==> src/rtl/tx_tdm_serializer.sv <==
// Multi-channel serial audio transmitter (I2S, left-justified or TDM).
// A big-endian byte stream is assembled into complete frames (double
// buffered against the shift buffer) and serialised with bclk/lrck derived
// from clk_i. Missing frames are zero-filled; after IDLE_FRAMES zero frames,
// or when enable_i drops, the stream stops after one extra bclk period.
//
// Ports:
//   clk_i, reset_n_i      clock, synchronous active-low reset
//   enable_i              streaming permitted
//   mode_i                0=I2S, 1=LJ, 2=TDM, 3=I2S
//   bit_depth_i           0=16, 1=24, 2=32, 3=DoP (2/3/4/3 bytes per sample)
//   bclk_half_i           clk cycles per bclk half period (0 acts as 1)
//   s_data_i/s_valid_i/s_ready_o   byte stream input, MSB byte first
//   streaming_o           serialising (RUN or DRAIN)
//   underrun_o            one-clk pulse at each zero-filled frame start
//   sdata_o, bclk_o, lrck_o        serial audio outputs
module tx_tdm_serializer #(
  parameter int unsigned CHANNELS    = 2,
  parameter int unsigned SLOT_BITS   = 32,
  parameter int unsigned IDLE_FRAMES = 4
) (
  input  logic       clk_i,
  input  logic       reset_n_i,
  input  logic       enable_i,
  input  logic [1:0] mode_i,
  input  logic [1:0] bit_depth_i,
  input  logic [7:0] bclk_half_i,
  input  logic [7:0] s_data_i,
  input  logic       s_valid_i,
  output logic       s_ready_o,
  output logic       streaming_o,
  output logic       underrun_o,
  output logic       sdata_o,
  output logic       bclk_o,
  output logic       lrck_o
);

  localparam int unsigned FrameBits = CHANNELS * SLOT_BITS;
  localparam int unsigned KW        = $clog2(FrameBits);
  localparam int unsigned CW        = (CHANNELS > 1) ? $clog2(CHANNELS) : 1;
  // Bytes that actually land in a slot; extra bytes of wide samples are dropped.
  localparam int unsigned SlotBytes = (SLOT_BITS / 8 < 4) ? SLOT_BITS / 8 : 4;
  localparam logic [KW-1:0] KLast   = KW'(FrameBits - 1);
  localparam logic [1:0] ModeLj     = 2'd1;
  localparam logic [1:0] ModeTdm    = 2'd2;

  typedef enum logic [1:0] {StIdle, StRun, StDrain} state_e;

  state_e                 state_q, state_d;
  logic [1:0]             mode_q, mode_d;
  logic [1:0]             last_byte_q, last_byte_d;
  logic [7:0]             half_q, half_d;
  logic [7:0]             hcnt_q, hcnt_d;
  logic [KW-1:0]          k_q, k_d;
  logic                   bclk_q, bclk_d;
  logic                   lrck_q, lrck_d;
  logic                   sdata_q, sdata_d;
  logic                   under_q, under_d;
  logic [3:0]             ucnt_q, ucnt_d;
  logic [FrameBits-1:0]   asm_q, asm_d;
  logic [FrameBits-1:0]   sh_q, sh_d;
  logic [CW-1:0]          asm_ch_q, asm_ch_d;
  logic [1:0]             asm_byte_q, asm_byte_d;
  logic                   asm_full_q, asm_full_d;

  logic       load, accept, bclk_term, delayed;
  logic [1:0] cur_last;

  // Frame bit k of a buffer; slot 0 occupies the top of the vector.
  function automatic logic bit_of(input logic [FrameBits-1:0] v, input logic [KW-1:0] k);
    return v[KLast - k];
  endfunction

  function automatic logic lrck_for(input logic [1:0] m, input logic [KW-1:0] k);
    if (m == ModeLj)       return k < KW'(SLOT_BITS);
    else if (m == ModeTdm) return k == '0;
    else                   return k >= KW'(SLOT_BITS);
  endfunction

  function automatic logic [1:0] last_byte_for(input logic [1:0] depth);
    unique case (depth)
      2'd0:    return 2'd1;
      2'd1:    return 2'd2;
      2'd2:    return 2'd3;
      default: return 2'd2;
    endcase
  endfunction

  assign s_ready_o   = reset_n_i & enable_i & (state_q != StDrain) & ~asm_full_q;
  assign accept      = s_valid_i & s_ready_o;
  assign bclk_term   = (hcnt_q == half_q - 8'd1);
  assign delayed     = (mode_q != ModeLj);
  // Before the stream starts the live depth applies; afterwards the latched one.
  assign cur_last    = (state_q == StIdle) ? last_byte_for(bit_depth_i) : last_byte_q;

  always_comb begin
    state_d     = state_q;
    mode_d      = mode_q;
    last_byte_d = last_byte_q;
    half_d      = half_q;
    hcnt_d      = hcnt_q;
    k_d         = k_q;
    bclk_d      = bclk_q;
    lrck_d      = lrck_q;
    sdata_d     = sdata_q;
    under_d     = 1'b0;
    ucnt_d      = ucnt_q;
    asm_d       = asm_q;
    sh_d        = sh_q;
    asm_ch_d    = asm_ch_q;
    asm_byte_d  = asm_byte_q;
    asm_full_d  = asm_full_q;
    load        = 1'b0;

    unique case (state_q)
      StIdle: begin
        if (asm_full_q && enable_i) begin
          state_d     = StRun;
          mode_d      = mode_i;
          last_byte_d = last_byte_for(bit_depth_i);
          half_d      = (bclk_half_i == 8'd0) ? 8'd1 : bclk_half_i;
          load        = 1'b1;
          sh_d        = asm_q;
          ucnt_d      = '0;
          hcnt_d      = '0;
          k_d         = '0;
          bclk_d      = 1'b0;
          lrck_d      = lrck_for(mode_i, '0);
          // First frame: the delayed formats have no previous bit to emit.
          sdata_d     = (mode_i == ModeLj) ? asm_q[FrameBits-1] : 1'b0;
        end
      end
      StRun: begin
        if (!bclk_term) begin
          hcnt_d = hcnt_q + 8'd1;
        end else begin
          hcnt_d = '0;
          if (!bclk_q) begin
            bclk_d = 1'b1;
          end else begin
            bclk_d = 1'b0;
            if (k_q == KLast) begin
              k_d = '0;
              if (!enable_i || (!asm_full_q && ucnt_q == 4'(IDLE_FRAMES))) begin
                state_d = StDrain;
                lrck_d  = 1'b0;
                sdata_d = delayed ? bit_of(sh_q, KLast) : 1'b0;
              end else begin
                if (asm_full_q) begin
                  load   = 1'b1;
                  sh_d   = asm_q;
                  ucnt_d = '0;
                end else begin
                  sh_d    = '0;
                  under_d = 1'b1;
                  ucnt_d  = ucnt_q + 4'd1;
                end
                lrck_d  = lrck_for(mode_q, '0);
                sdata_d = delayed ? bit_of(sh_q, KLast) : bit_of(sh_d, '0);
              end
            end else begin
              k_d     = k_q + KW'(1);
              lrck_d  = lrck_for(mode_q, k_d);
              sdata_d = delayed ? bit_of(sh_q, k_q) : bit_of(sh_q, k_d);
            end
          end
        end
      end
      StDrain: begin
        if (!bclk_term) begin
          hcnt_d = hcnt_q + 8'd1;
        end else begin
          hcnt_d = '0;
          if (!bclk_q) begin
            bclk_d = 1'b1;
          end else begin
            state_d    = StIdle;
            lrck_d     = 1'b0;
            sdata_d    = 1'b0;
            ucnt_d     = '0;
            asm_ch_d   = '0;
            asm_byte_d = '0;
            asm_full_d = 1'b0;
          end
        end
      end
      default: state_d = StIdle;
    endcase

    // A byte arriving with a frame load starts the freshly cleared buffer.
    if (load) begin
      asm_ch_d   = '0;
      asm_byte_d = '0;
      asm_full_d = 1'b0;
    end
    if (accept) begin
      for (int c = 0; c < CHANNELS; c++) begin
        if (asm_ch_d == CW'(c)) begin
          // Clearing on the first byte provides the LSB zero padding.
          if (asm_byte_d == 2'd0) asm_d[FrameBits-1-c*SLOT_BITS -: SLOT_BITS] = '0;
          for (int b = 0; b < SlotBytes; b++) begin
            if (asm_byte_d == 2'(b)) asm_d[FrameBits-1-c*SLOT_BITS-8*b -: 8] = s_data_i;
          end
        end
      end
      if (asm_byte_d == cur_last) begin
        asm_byte_d = '0;
        if (asm_ch_d == CW'(CHANNELS - 1)) begin
          asm_ch_d   = '0;
          asm_full_d = 1'b1;
        end else begin
          asm_ch_d = asm_ch_d + CW'(1);
        end
      end else begin
        asm_byte_d = asm_byte_d + 2'd1;
      end
    end
  end

  always_ff @(posedge clk_i) begin
    if (!reset_n_i) begin
      state_q     <= StIdle;
      mode_q      <= '0;
      last_byte_q <= 2'd1;
      half_q      <= 8'd1;
      hcnt_q      <= '0;
      k_q         <= '0;
      bclk_q      <= 1'b1;
      lrck_q      <= 1'b0;
      sdata_q     <= 1'b0;
      under_q     <= 1'b0;
      ucnt_q      <= '0;
      asm_ch_q    <= '0;
      asm_byte_q  <= '0;
      asm_full_q  <= 1'b0;
    end else begin
      state_q     <= state_d;
      mode_q      <= mode_d;
      last_byte_q <= last_byte_d;
      half_q      <= half_d;
      hcnt_q      <= hcnt_d;
      k_q         <= k_d;
      bclk_q      <= bclk_d;
      lrck_q      <= lrck_d;
      sdata_q     <= sdata_d;
      under_q     <= under_d;
      ucnt_q      <= ucnt_d;
      asm_ch_q    <= asm_ch_d;
      asm_byte_q  <= asm_byte_d;
      asm_full_q  <= asm_full_d;
    end
  end

  // Sample data needs no reset; validity is tracked by the counters above.
  always_ff @(posedge clk_i) begin
    asm_q <= asm_d;
    sh_q  <= sh_d;
  end

  assign streaming_o = (state_q != StIdle);
  assign underrun_o  = under_q;
  assign sdata_o     = sdata_q;
  assign bclk_o      = bclk_q;
  assign lrck_o      = lrck_q;

endmodule

==> config.mk <==
export PLATFORM = sky130hd
export DESIGN_NAME = tx_tdm_serializer
export DESIGN_NICKNAME = d
export VERILOG_FILES = /design/src/rtl/tx_tdm_serializer.sv
export SDC_FILE = /design/constraint.sdc
export NUM_CORES = 1
export LEC_CHECK = 0
export BUFFER_PORTS_ARGS = -buffer_cell sky130_fd_sc_hd__clkbuf_2
export CAP_MARGIN = 15
export CORE_MARGIN = 2
export CORE_UTILIZATION = 35
export DETAILED_ROUTE_END_ITERATION = 6
export GPL_ROUTABILITY_DRIVEN = 0
export PLACE_DENSITY = 0.54
export SLEW_MARGIN = 10
export SYNTH_ARGS = -nofsm -noshare
export SYNTH_HDL_FRONTEND = slang
export SYNTH_SLANG_ARGS = --single-unit
==> constraint.sdc <==
create_clock -name clk_i -period 13.73 [get_ports clk_i]
set_input_delay 2.746 -clock clk_i [delete_from_list [all_inputs] [get_ports clk_i]]
set_output_delay 2.746 -clock clk_i [all_outputs]
set_load 0.01 [all_outputs]
==> results.cfg, run 1 <==
[grt]
grt_pass1_wl_um = 30400
grt_use_met1_pct = 21.0
track_usage_pct = 15.4
top_usage_layer = met2
grt_start_max_net_pins = 65
grt_pass1_vias = 5478
use_met2_pct = 25.3
antenna_found_initial = 0
use_met3_pct = 2.73
grt-ovfl-total = 0

[detailed_routing]
route.detailed.drc = 0
drtPass1Iterations = 6
num_vias = 5601
routed_wl_um = 19300
avgRoutedWirePerCell_um = 18.5
drtAntennaViolNets = 0
drt-vias-per-instance = 5.38
drt_iter0_markers = 529

[layout]
fillerInstances = 2244
mostFrequentLayoutCell = edfxtp_1
layout-drive-gt1-share_pct = 16.5
synthToLayoutAreaGrowth_pct = 12.1
most-common-layout-cells = 128 x edfxtp_1, 102 x and2_1, 54 x nand2_1, 40 x dfxtp_1, 30 x mux4_2
finalInstanceArea_um2 = 9510
fin_nets = 751
regArea_um2 = 4640
diodes = 0
multi_input_area_um2 = 3610

[floorplanning]
die_w_um = 160
die_area_um2 = 25500
start_util_pct = 35.9
ios = 30
chipHeight_um = 160
row_count = 56
core_area_um2 = 23600

[critical_path]
critPathLaunch = reset_n_i
setup.worst_path.end = s_ready_o
worstReg2RegStart = half_q[0]
r2r_slack_ns = 9.33
r2r_end = asm_q[33]
required_ns = 10.98
critPathCaptureType = primary output
cp_data_arrival_time_ns = 3.68
path_class = primary input to primary output
worstPathMaxFanout = 24
cp-start-kind = primary input
reg2reg_depth = 10

[synthesis]
yosysWarnings = 0
ys_seq_area_share_pct = 54.8
yosysTopAreaCellShare_pct = 45.3
synth_flop_cell = edfxtp_1
synth.area.top_cells = edfxtp_1 45%, dfxtp_1 9.4%, mux4_2 8.0%, and2_1 7.5%, ha_1 2.5%
ys_seq_elements = 168
yosys.area.top_type = edfxtp_1
ys_types = 75
avgSynthCellArea_um2 = 12.2
syn_nets = 734
synth_edf_count = 128
synthCells = 693
syn_area_um2 = 8480
synth-async-reset-ratio_pct = 0

[power]
leakage_nw = 3.21
powerDensity_nw_per_um2 = 157
irDropWorstVdd_v = 0.0000680

[clock_network]
clock_sinks = 168
clk_latency_ns = 0.43
ctsResizeCount = 0
cts_tree = built
cts_max_level = 4
numCtsBuffers = 17
post-cts-setup-buffers = 0
cts-root-buf = clkbuf_16
cts_buffer_depth = 2
hold_buffers = 0
cts.clk_slew.worst_paths_ns = 0.07

[timing]
relSlewSlack_pct = 27.7
setup_viol = 0
post-route-period-util_pct = 46.8
final.min_clock_period_ns = 6.43
clock-skew-final_ns = 0.0110
fin_setup_tns_ns = 0
max_freq_mhz = 156
rsz0062_at_grt = false
finalMaxSlewViolations = 0
tightestPinTransition_ns = 1.08
finalHoldViolCount = 0

[job]
cap_violations = 0

[placed_design]
io_buffers = 29
dp_hpwl_um = 13700
placed_cell_area_um2 = 8920

[run_status]
outcome = finished, final reports clean

[hold_path]
hp-class = flop to flop
-- power by group --
part / switching [mW] / total [mW] / internal (mW)
clock: 0.223 / 0.465 / 0.242
combinational: 0.204 / 0.326 / 0.122
sequential: 0.0384 / 0.698 / 0.660
-- sequential cells by signal, summed over array words and instances (netlist names) --
register and flops:
asm_byte_q 2, asm_ch_q 1, asm_full_q 1, asm_q 64, bclk_o 1, half_q 8, hcnt_q 8, k_q 6
last_byte_q 2, lrck_o 1, mode_q 2, sdata_o 1, sh_q 64, state_q 2, ucnt_q 4, underrun_o 1
-- Yosys cell counts, types with 3 or more instances --
cell,instances
nor3b_1,4
xnor2_1,6
a311oi_1,7
nor2_1,28
edfxtp_1,128
xor2_1,8
inv_1,19
nand4_1,9
a211o_1,3
or3_1,4
nor3_1,12
dfxtp_1,40
o211ai_1,4
o2111ai_1,3
nor4_1,4
mux2_2,5
o21ai_0,11
ha_1,17
mux2i_1,19
nand2b_1,7
a41o_1,3
a41oi_1,4
nand2_1,54
clkbuf_1,26
buf_2,10
a211oi_1,5
a31oi_1,5
and2_1,102
nand3_1,23
mux4_2,30
a21oi_1,28
and3_1,8
nand3b_1,5
-- cells by family after synthesis --
family | synth area share [%]
AOI/OAI and AO/OA | 9.18
xor gates and xnor gates | 1.45
adders and majority gates | 2.51
buffers and inverters | 2.89
DFF | 54.8
muxes | 10.9
and+or+nand+nor | 18.4
-- final cells by class --
type	count	area share, %
Sequential cell	168	48.8
Clock buffer	17	4.47
Timing Repair Buffer	37	2.16
Inverter	20	0.789
Tap cell	319	4.20
Clock inverter	15	1.59
Multi-Input combinational cell	466	37.9
-- metal layers --
layer,vias to the layer above,share of wire (%)
li1,2638,-
met1,2788,46
met2,150,48
met3,25,4.8
met4,0,1.5
met5,-,0
-- how the worst min path moves through the flow --
stage,from,end,cells after the start
6_report,half_q[7],half_q[7],2
5_1_grt,half_q[7],half_q[7],2
4_1_cts,half_q[7],half_q[7],2
3_5_place_dp,half_q[7],half_q[7],2
3_3_place_gp,half_q[7],half_q[7],2
2_1_floorplan,half_q[7],half_q[7],2
-- through the flow --
stage / utilization [%] / setup slack, ns / hold WS [ns] / cells / power (mW)
6_report: 40.3 / 7.30 / 0.478 / 1042 / 1.49
5_1_grt: 40.3 / 7.20 / 0.519 / 1042 / 1.56
4_1_cts: 40.2 / 7.31 / 0.481 / 1041 / 1.50
3_5_place_dp: 37.8 / 7.32 / 0.472 / 1009 / 1.04
3_3_place_gp: 37.8 / 7.34 / 0.465 / 1009 / 1.03
2_1_floorplan: - / 6.64 / 0.450 / 693 / 0.939
-- critical path: stages --
cell      delay, ns
clkbuf_2       0.43
nand3b_1       0.16
nor2_1         0.17
clkbuf_2       0.16
Note: power is estimated with default switching activity, not from simulation.
==> run 2, diff against run 1 <==
PLACE_DENSITY = 0.56   (was 0.54)
clock period = 5.75 ns   (was 13.73 ns; I/O delays follow)
==> run 2 against run 1 <==
Hold slack got worse by 0.0069 ns. Clock power increased by 150%. Wire length up 1.8%. Die area unchanged. Global-route usage is 0.36 points higher. Clock-buffer cell count is the same. Final cell count did not move. Final area increased by 0.24%.
==> results.cfg, run 2 (synthesis results as in run 1) <==
[hold_path]
hp-start = sdata_o
hold-path-endpoint = sdata_o
whs_path_depth = 2
hp-class = flop to flop

[layout]
diodes = 0
most-common-layout-cells = 128 x edfxtp_1, 102 x and2_1, 54 x nand2_1, 40 x dfxtp_1, 30 x mux4_2
reg_top3 = asm_q: 64 flops, sh_q: 64 flops
layout-drive-gt1-share_pct = 16.3
fin_nets = 751
mostFrequentLayoutCell = edfxtp_1
fin_cells = 1042
synthToLayoutAreaGrowth_pct = 12.4

[power]
p_clk_share_pct = 32.0
p_total_mw = 3.61
p_comb_share_pct = 21.8
swShare_pct = 30.9
switchingPower_mw = 1.12
leakage_nw = 3.22
pwr-share-seq_pct = 46.3
irDropWorstVdd_v = 0.000206
powerDensity_nw_per_um2 = 379
p_int_mw = 2.49

[timing]
finalHoldViolCount = 0
whs_ns = 0.472
fin_setup_tns_ns = 0
rsz0062_at_grt = false
worst_slack_ns = 1.41
max_freq_mhz = 230
clock-skew-final_ns = 0.0216
tightestPinTransition_ns = 1.11
relSlewSlack_pct = 25.4
final.min_clock_period_ns = 4.34
finalMaxSlewViolations = 0
post-route-period-util_pct = 75.5
setup_viol = 0

[job]
cap_violations = 0

[critical_path]
cp-start-kind = flop
critPathCaptureType = flop
r2r_slack_ns = 1.41
cp_data_arrival_time_ns = 4.40
worstReg2RegStart = half_q[0]
worstPathMaxFanout = 14
reg2reg_depth = 10
path_class = flop to flop
r2r_end = asm_q[33]
required_ns = 5.81

[placed_design]
placed_cells = 1010
dp_hpwl_um = 14500
io_buffers = 29
dpl_worst_slack_ns = 1.40

[detailed_routing]
drtAntennaViolNets = 0
avgRoutedWirePerCell_um = 18.8
drtPass1Iterations = 5
num_vias = 5523
route.detailed.drc = 0
drt_iter0_markers = 489
routed_wl_um = 19600
drt-vias-per-instance = 5.30

[clock_network]
cts_tree = built
numCtsBuffers = 17
clk_latency_ns = 0.44
cts-root-buf = clkbuf_16
cts.clk_slew.worst_paths_ns = 0.07
cts_max_level = 4
post-cts-setup-buffers = 0
clock_sinks = 168
cts_buffer_depth = 2
ctsResizeCount = 0
hold_buffers = 0

[floorplanning]
die_w_um = 160
core_area_um2 = 23600
chipHeight_um = 160
row_count = 56
die_area_um2 = 25500
start_util_pct = 35.9
ios = 30

[grt]
grt_pass1_wl_um = 31300
track_usage_pct = 15.8
grt_start_max_net_pins = 66
grt_pass1_vias = 5522
antenna_found_initial = 0
grt-ovfl-total = 0

[run_status]
outcome = finished, final reports clean
[run 2: layout make-up]
class                      instances  area [µm²]
sequential                       168        4640
timing repair buffer              37         205
clock inverter                    15         179
tap                              319         399
multi-input combinational        466        3600
inverter                          20        75.1
fill                            2219       14100
clock buffer                      17         425
[run 2: per-stage QoR]
stage          instance area [µm²]  util [%]
2_1_floorplan                 8490         -
3_3_place_gp                  8930      37.8
3_5_place_dp                  8930      37.8
4_1_cts                       9530      40.4
5_1_grt                       9530      40.4
6_report                      9530      40.4
[run 2: how the worst max path moves through the flow]
stage | startpoint | end | depth (start not counted)
final | half_q[0] | asm_q[33] | 10
after global routing | half_q[0] | sh_q[37] | 10
after CTS | half_q[0] | sh_q[8] | 10
after detailed placement | half_q[0] | sh_q[36] | 10
after global placement | half_q[0] | sh_q[36] | 10
after floorplan | half_q[0] | sh_q[0] | 9
[run 2: per-layer routing]
metal / global-route usage [%] / wire (µm) / vias to the layer above
met5: 0 / 0 / -
met4: 4.55 / 277 / 0
met1: 22.2 / 9290 / 2701
met2: 24.7 / 9190 / 152
met3: 3.25 / 841 / 25
li1: - / - / 2645
[run 2: worst max-delay path, cell delays in order (launching register included)]
cell and delay (ns):
dfxtp_1 0.40, inv_1 0.08, ha_1 0.22, nor3b_4 0.17, xor2_1 0.14, or3_1 0.37, a311oi_4 0.74, a21oi_1 0.41
nand2_1 0.29, ha_1 0.30, nor3_1 0.85
[run 2: power by group through the flow]
stage / clock network [mW] / logic, mW / registers (mW)
2_1_floorplan: 0 / 0.570 / 1.66
3_3_place_gp: 0 / 0.765 / 1.68
3_5_place_dp: 0 / 0.788 / 1.70
4_1_cts: 1.17 / 0.791 / 1.67
5_1_grt: 1.22 / 0.862 / 1.69
6_report: 1.15 / 0.785 / 1.67
==> run 3, diff against run 2 <==
clock period = 3.7 ns   (was 5.75 ns; I/O delays follow)
==> run 3 against run 2 <==
Clock-buffer cell count unchanged. Via count grew 2.0%. Flip-flop and latch count stayed put. Die area stayed put. Core utilization increased by 1.3 points. Global-route usage rose by 0.52 points. Clock power rose by 76%. Total power is 64% higher.
==> results.cfg, run 3 (synthesis results as in run 1) <==
[critical_path]
critPathCaptureType = flop
r2r_slack_ns = 0.21
required_ns = 3.85
path_class = flop to flop
cp_data_arrival_time_ns = 3.64
cp-start-kind = flop
worstPathMaxFanout = 8

[clock_network]
numCtsBuffers = 17
post-cts-setup-buffers = 0
cts-root-buf = clkbuf_16
hold_buffers = 0
clock_sinks = 168
cts_tree = built
ctsResizeCount = 0
clk_latency_ns = 0.44
cts.clk_slew.worst_paths_ns = 0.07
cts_max_level = 4
cts_buffer_depth = 2

[detailed_routing]
num_vias = 5636
drt_iter0_markers = 554
route.detailed.drc = 0
drtAntennaViolNets = 0
drt-vias-per-instance = 5.29
routed_wl_um = 20100
avgRoutedWirePerCell_um = 18.9
drtPass1Iterations = 5

[power]
switchingPower_mw = 1.77
swShare_pct = 30.0
p_int_mw = 4.13
p_clk_share_pct = 34.2
irDropWorstVdd_v = 0.000275
pwr-share-seq_pct = 43.6
p_comb_share_pct = 22.2
leakage_nw = 3.37
powerDensity_nw_per_um2 = 601

[layout]
mostFrequentLayoutCell = edfxtp_1
reg_top3 = asm_q: 64 flops, sh_q: 64 flops
finalInstanceArea_um2 = 9830
diodes = 0
synthToLayoutAreaGrowth_pct = 15.9
layout-drive-gt1-share_pct = 20.1
fin_nets = 774
most-common-layout-cells = 128 x edfxtp_1, 102 x and2_1, 54 x nand2_1, 38 x dfxtp_1

[timing]
tightestPinTransition_ns = 1.03
clock-skew-final_ns = 0.0159
max_freq_mhz = 286
setup_viol = 0
relSlewSlack_pct = 31.1
post-route-period-util_pct = 94.4
finalHoldViolCount = 0
final.min_clock_period_ns = 3.49
finalMaxSlewViolations = 0
worst_slack_ns = 0.208
rsz0062_at_grt = false
fin_setup_tns_ns = 0

[grt]
grt_start_max_net_pins = 66
grt_pass1_wl_um = 32300
track_usage_pct = 16.3
grt_pass1_vias = 5717
grt-ovfl-total = 0
antenna_found_initial = 0

[floorplanning]
ios = 30
core_area_um2 = 23600
die_w_um = 160
row_count = 56
chipHeight_um = 160
start_util_pct = 35.9
die_area_um2 = 25500

[placed_design]
placed_cell_area_um2 = 9150
dp_hpwl_um = 14800
io_buffers = 29
dpl_worst_slack_ns = 0.201

[hold_path]
hp-class = flop to flop

[run_status]
outcome = finished, final reports clean

[job]
cap_violations = 0
## run 3: cell count changes in the layout (fill, tap and decap cells not counted), sizes merged
cell / before / now
buf: 8 / 31
bufinv: 1 / 4
clkinv: 7 / 3
inv: 26 / 27
## run 3: final timing paths
kind	startpoint	endpoint	cells past startpoint
max reg2reg	half_q[0]	asm_q[50]	10
min	sdata_o	sdata_o	2
max	half_q[0]	asm_q[50]	10
min reg2reg	sdata_o	sdata_o	2
## run 3: through the flow
step	std cells	utilization [%]	power, mW	hold slack (ns)
CTS	1065	41.6	5.95	0.472
floorplan	693	-	3.48	0.450
global placement	1033	38.8	3.88	0.466
detailed placement	1033	38.8	3.93	0.454
global route	1065	41.6	6.18	0.480
finish	1065	41.6	5.90	0.465
## run 3: final cells by class
cell class | instances | area [µm²]
clock buffer | 17 | 425
clock inverter | 15 | 248
sequential | 168 | 4650
multi-input combinational | 466 | 3640
timing repair buffer | 60 | 390
inverter | 20 | 75.1
tap | 319 | 399
fill | 2221 | 13800
## run 3: power by group through the flow
stage	logic, mW	clock network, mW	registers, mW
floorplan	0.911	0	2.57
global route	1.44	2.13	2.61
CTS	1.32	2.05	2.58
detailed placement	1.31	0	2.62
global placement	1.28	0	2.59
finish	1.31	2.02	2.58
## run 3: routing by layer
metal | global-route usage [%] | vias up | share of wire, %
li1 | - | 2679 | -
met1 | 22.5 | 2789 | 46
met2 | 25.8 | 145 | 47
met3 | 3.40 | 23 | 4.9
met4 | 5.17 | 0 | 1.7
met5 | 0 | - | 0
## run 3: critical path, stage by stage, from the launching register on
cell      delay (ns)
dfxtp_2         0.35
or4_4           0.55
o221a_1         0.27
a311oi_2        0.30
a21oi_1         0.14
a21oi_1         0.43
buf_4           0.20
nand2_1         0.10
ha_1            0.23
o21ai_0         0.46
nor2_2          0.19
